$ cat src/rtl/pipe_pkg.sv
// Shared pipeline types and widths for the MIPS datapath stages.
// ex_ctrl_t bundles the decode control bits consumed by Execute and later stages.
package pipe_pkg;

    localparam int DATA_W     = 32;
    localparam int ALU_CTRL_W = 4;
    localparam int REG_ADDR_W = 5;

    typedef struct packed {
        logic                  reg_write;
        logic                  mem_to_reg;
        logic                  mem_read;
        logic                  mem_write;
        logic                  alu_src;
        logic                  reg_dst;
        logic [ALU_CTRL_W-1:0] alu_ctrl;
    } ex_ctrl_t;

    localparam ex_ctrl_t EX_CTRL_NOP = '0;

endpackage

$ cat src/rtl/pipe_reg.sv
// Generic pipeline register: synchronous reset, enable, and clear (load zero).
// Priority: rst > hold (!en) > clear > load.
module pipe_reg #(
    parameter int W = 8
) (
    input  logic         clk,
    input  logic         rst,
    input  logic         en,
    input  logic         clear,
    input  logic [W-1:0] d,
    output logic [W-1:0] q
);
    logic [W-1:0] q_reg;

    always_ff @(posedge clk) begin
        if (rst)
            q_reg <= '0;
        else if (en)
            q_reg <= clear ? '0 : d;
    end

    assign q = q_reg;

endmodule

$ cat src/rtl/id_ex_stage.sv
// ID/EX pipeline register with flush and load-use bubble injection.
// Optional bubble counter enabled by defining ID_EX_BUBBLE_CNT_EN.
module id_ex_stage
    import pipe_pkg::*;
#(
    parameter int DATA_W     = pipe_pkg::DATA_W,
    parameter int ALU_CTRL_W = pipe_pkg::ALU_CTRL_W,
    parameter int REG_ADDR_W = pipe_pkg::REG_ADDR_W
) (
    input  logic                  clk,
    input  logic                  rst,
    input  logic                  en,
    input  logic                  flushE,
    input  logic                  control_mux,
    input  logic                  reg_writeD,
    input  logic                  mem_to_regD,
    input  logic                  mem_readD,
    input  logic                  mem_writeD,
    input  logic                  alu_srcD,
    input  logic                  reg_dstD,
    input  logic [ALU_CTRL_W-1:0] alu_ctrlD,
    input  logic [DATA_W-1:0]     rd1D,
    input  logic [DATA_W-1:0]     rd2D,
    input  logic [DATA_W-1:0]     imm_extD,
    input  logic [DATA_W-1:0]     pc_plus4D,
    input  logic [REG_ADDR_W-1:0] rs_addrD,
    input  logic [REG_ADDR_W-1:0] rt_addrD,
    input  logic [REG_ADDR_W-1:0] rd_addrD,
    output logic                  reg_writeE,
    output logic                  mem_to_regE,
    output logic                  mem_readE,
    output logic                  mem_writeE,
    output logic                  alu_srcE,
    output logic                  reg_dstE,
    output logic [ALU_CTRL_W-1:0] alu_ctrlE,
    output logic [DATA_W-1:0]     rd1E,
    output logic [DATA_W-1:0]     rd2E,
    output logic [DATA_W-1:0]     imm_extE,
    output logic [DATA_W-1:0]     pc_plus4E,
    output logic [REG_ADDR_W-1:0] rs_addrE,
    output logic [REG_ADDR_W-1:0] rt_addrE,
    output logic [REG_ADDR_W-1:0] rd_addrE,
    output logic                  validE,
    output logic [31:0]           bubble_cnt
);
    // Control register carries the valid bit in its LSB so bubbles clear it too.
    localparam int CTRL_W = $bits(ex_ctrl_t) + 1;
    localparam int DAT_W  = 4 * DATA_W + 3 * REG_ADDR_W;

    ex_ctrl_t          ctrl_next;
    ex_ctrl_t          ctrl_reg;
    logic [CTRL_W-1:0] ctrl_bus_next;
    logic [CTRL_W-1:0] ctrl_bus_reg;
    logic [DAT_W-1:0]  data_bus_next;
    logic [DAT_W-1:0]  data_bus_reg;

    logic stage_en;
    logic ctrl_clear;
    logic data_clear;

    // Flush must squash even while the stage is stalled, so it also acts as an enable.
    assign stage_en   = en | flushE;
    assign ctrl_clear = flushE | ~control_mux;
    assign data_clear = flushE;

    always_comb begin
        ctrl_next            = EX_CTRL_NOP;
        ctrl_next.reg_write  = reg_writeD;
        ctrl_next.mem_to_reg = mem_to_regD;
        ctrl_next.mem_read   = mem_readD;
        ctrl_next.mem_write  = mem_writeD;
        ctrl_next.alu_src    = alu_srcD;
        ctrl_next.reg_dst    = reg_dstD;
        ctrl_next.alu_ctrl   = alu_ctrlD;
    end

    assign ctrl_bus_next = {ctrl_next, 1'b1};
    assign data_bus_next = {rd1D, rd2D, imm_extD, pc_plus4D, rs_addrD, rt_addrD, rd_addrD};

    pipe_reg #(.W(CTRL_W)) u_ctrl_reg (
        .clk   (clk),
        .rst   (rst),
        .en    (stage_en),
        .clear (ctrl_clear),
        .d     (ctrl_bus_next),
        .q     (ctrl_bus_reg)
    );

    // A load-use bubble keeps operands and addresses; only a flush zeroes them.
    pipe_reg #(.W(DAT_W)) u_data_reg (
        .clk   (clk),
        .rst   (rst),
        .en    (stage_en),
        .clear (data_clear),
        .d     (data_bus_next),
        .q     (data_bus_reg)
    );

    assign ctrl_reg    = ex_ctrl_t'(ctrl_bus_reg[CTRL_W-1:1]);
    assign validE      = ctrl_bus_reg[0];
    assign reg_writeE  = ctrl_reg.reg_write;
    assign mem_to_regE = ctrl_reg.mem_to_reg;
    assign mem_readE   = ctrl_reg.mem_read;
    assign mem_writeE  = ctrl_reg.mem_write;
    assign alu_srcE    = ctrl_reg.alu_src;
    assign reg_dstE    = ctrl_reg.reg_dst;
    assign alu_ctrlE   = ctrl_reg.alu_ctrl;

    assign {rd1E, rd2E, imm_extE, pc_plus4E, rs_addrE, rt_addrE, rd_addrE} = data_bus_reg;

`ifdef ID_EX_BUBBLE_CNT_EN
    logic [31:0] cnt_reg;
    logic [31:0] cnt_next;
    logic        cnt_inc;

    // Every inserted bubble counts, including a flush that lands during a stall.
    assign cnt_inc = flushE | (en & ~control_mux);

    always_comb begin
        cnt_next = cnt_reg;
        if (cnt_inc && (cnt_reg != 32'hFFFF_FFFF))
            cnt_next = cnt_reg + 32'd1;
    end

    always_ff @(posedge clk) begin
        if (rst)
            cnt_reg <= '0;
        else
            cnt_reg <= cnt_next;
    end

    assign bubble_cnt = cnt_reg;
`else
    assign bubble_cnt = '0;
`endif

endmodule

$ cat config.mk
export PLATFORM = sky130hd
export DESIGN_NAME = id_ex_stage
export DESIGN_NICKNAME = d
export VERILOG_FILES = /design/src/rtl/pipe_pkg.sv /design/src/rtl/pipe_reg.sv /design/src/rtl/id_ex_stage.sv
export SDC_FILE = /design/constraint.sdc
export NUM_CORES = 1
export LEC_CHECK = 0
export CORE_AREA = 2 2 134 136
export CTS_BUF_LIST = sky130_fd_sc_hd__clkbuf_2
export DETAILED_ROUTE_END_ITERATION = 10
export DIE_AREA = 0 0 136 138
export PLACE_DENSITY = 0.77
export SYNTH_ARGS = -nofsm -noshare
export SYNTH_HDL_FRONTEND = slang
export SYNTH_HIERARCHICAL = 1
export SYNTH_SLANG_ARGS = --single-unit
$ cat constraint.sdc
create_clock -name clk -period 2.9 [get_ports clk]
set_clock_uncertainty 0.05 [all_clocks]
set_input_delay 0.58 -clock clk [delete_from_list [all_inputs] [get_ports clk]]
set_output_delay 0.58 -clock clk [all_outputs]
set_load 0.05 [all_outputs]
==> flow_summary.ini <==
[clock_network]
cts_made_buffers = 17
cts_max_path_buffers = 2
htreeDepth = 4
post_cts_buffers = 0
ctsHoldBuffers = 0
clk_latency_ns = 0.68
clk_pin_slew_ns = 0.24
cts_root_buf = clkbuf_2
clkSinkCount = 154
cts_tree = built
cts-resized-gates = 0

[finish]
largest_register_ff_count = 143
layout_common_cells = clkdlybuf4s50_1, nand2b_1, nand3b_1, a21oi_1, dfxtp_1
area_growth_pct = 48.0
final_common_cell = clkdlybuf4s50_1
drive_gt1_share_pct = 4.48
nets = 1150

[routing]
drc = 0
dr_total_vias = 5788
dr.first_iter.drc_count = 261
drtAntennaViolNets = 0
viasPerCell = 4.69
finalWirelength_mm = 17.9
routedWlPerCell_microns = 14.5
dr.pass1.iters = 6

[floorplanning]
die_w_microns = 136
start_util_pct = 38.2
row_count = 49
die_y_microns = 138
die_area_sq_mm = 0.0188
core-area_sq_mm = 0.0175
boundaryPins = 344

[power_and_ir_drop]
ir_drop_mv = 0.282
p_leak_nw = 3.42
p_seq_share_pct = 48.3
pwr-share-clk_pct = 27.5
power_density_mw_per_mm2 = 471
sw_frac_of_total_pct = 31.9
p_comb_share_pct = 24.1
p_int_mw = 3.18
power.switching_mw = 1.49

[global_routing]
antenna_found_initial = 1
grt_usage_pct = 18.2
grt_overflow = 0
grt_max_degree = 144
grt_pass1_vias = 5493
grt_first_pass_wirelength_mm = 27.8

[critical_path]
crit_slowest_cell = clkdlybuf4s50_1
crit_path_start_kind = register
end_kind = output pin
crit_arrival_ns = 1.94
path_cells = clkdlybuf4s50_1
critPathMaxFanout = 2
cp_num_buf_inv = 1
critPathKind = register to output pin
slowest_delay_ns = 0.82
required_ns = 2.27
path_delay_family = buffers and inverters

[synthesis]
syn_avg_cell_area_sq_um = 9.33
synth_top_cell_by_area = dfxtp_1
yosysSeqAreaShare_pct = 46.0
netlist.area_leader.share_pct = 46.0
yosys_warnings = 6
synth.top_cells.by_area = dfxtp_1, nand3b_1, nand2b_1, a21oi_1, buf_4
ys_types = 10
synth-seq-cells = 154
synth_area_sq_mm = 0.00671
syn_inst = 719

[min_path]
min_path_type = input pin to register

[place]
dp_hpwl_mm = 11.8
port_buffers = 311
place_congestion = 0.791

[timing]
hold_violations = 0
post-route-min-period_ns = 2.57
slew_violations = 0
relSlewSlack_pct = 63.1
setup_viol_count_final = 0
holdWs_ns = 0.201
worst_slew_pin_slew_ns = 0.552
fmax_mhz = 389
finalCritPeriodShare_pct = 88.6
rsz0062_at_grt = false
tns_ns = 0

[run_status]
outcome = finished, final reports clean

[job]
cap_violations = 0
-- logic make-up (layout without fill, tap and decap cells) --
logic type / after synthesis / in the layout / share of synthesized area, %
AO/OA/AOI/OAI: 154 / 154 / 11.5
buffers and inverters: 99 / 354 / 10.6
flip-flops: 154 / 154 / 46.0
other: 2 / 34 / 0.112
AND/OR/NAND/NOR: 310 / 310 / 31.8
-- metrics by stage --
stage / power [mW] / instances / instance area (sq um) / utilization [%] / setup slack [ns]
6_report: 4.67 / 1235 / 9920 / 56.6 / 0.330
5_1_grt: 4.89 / 1235 / 9920 / 56.6 / 0.174
4_1_cts: 4.74 / 1234 / 9920 / 56.6 / 0.226
3_5_place_dp: 3.43 / 1202 / 9660 / 55.1 / 0.724
3_3_place_gp: 3.42 / 1202 / 9660 / 55.1 / 0.778
2_1_floorplan: 3.03 / 750 / 6820 / - / 1.30
-- final timing paths --
kind / startpoint / end / slack, ns / cells after the start
min reg2reg: u_data_reg/q[3]$_SDFFE_PP0P_ / u_data_reg/q[3]$_SDFFE_PP0P_ / 0.43 / 2
max reg2reg: u_data_reg/q[1]$_SDFFE_PP0P_ / u_data_reg/q[1]$_SDFFE_PP0P_ / 2.19 / 2
max: u_data_reg/q[1]$_SDFFE_PP0P_ / rd_addrE[1] / 0.33 / 1
min: flushE / u_data_reg/q[13]$_SDFFE_PP0P_ / 0.20 / 3
-- area by class of cell --
type                       instances  area (sq um)
clock inverter                    13           165
antenna                            1          2.50
fill                            1605          7610
sequential                       154          3080
clock buffer                      19          95.1
tap                              229           287
timing repair buffer             322          3260
multi-input combinational        497          3030
-- metal layers --
metal  GRT usage (%)  vias to the layer above  wire (microns)
li1                -                     2902               -
met1            22.1                     2642            7650
met2            29.3                      225            8260
met3            7.22                       19            1670
met4            6.09                        0             270
met5               0                        -               0
-- power by group through the flow --
stage               clock, mW  combinational, mW  sequential [mW]
floorplan                   0              0.417             2.62
global placement            0               1.12             2.30
detailed placement          0               1.13             2.30
CTS                      1.35               1.13             2.26
global route             1.43               1.19             2.27
finish                   1.29               1.13             2.26
-- cells in the mapped netlist --
cell,number
buf_4,39
buf_6,24
nand3b_1,154
clkbuf_1,25
buf_2,11
dfxtp_1,154
or2_1,1
a21oi_1,154
conb_1,2
nand2b_1,155
-- tightest hold or removal path, cell delays in order --
cell and delay, ns:
buf_2 0.15, nand3b_1 0.13, a21oi_1 0.06
(Power assumes the default switching activity.)
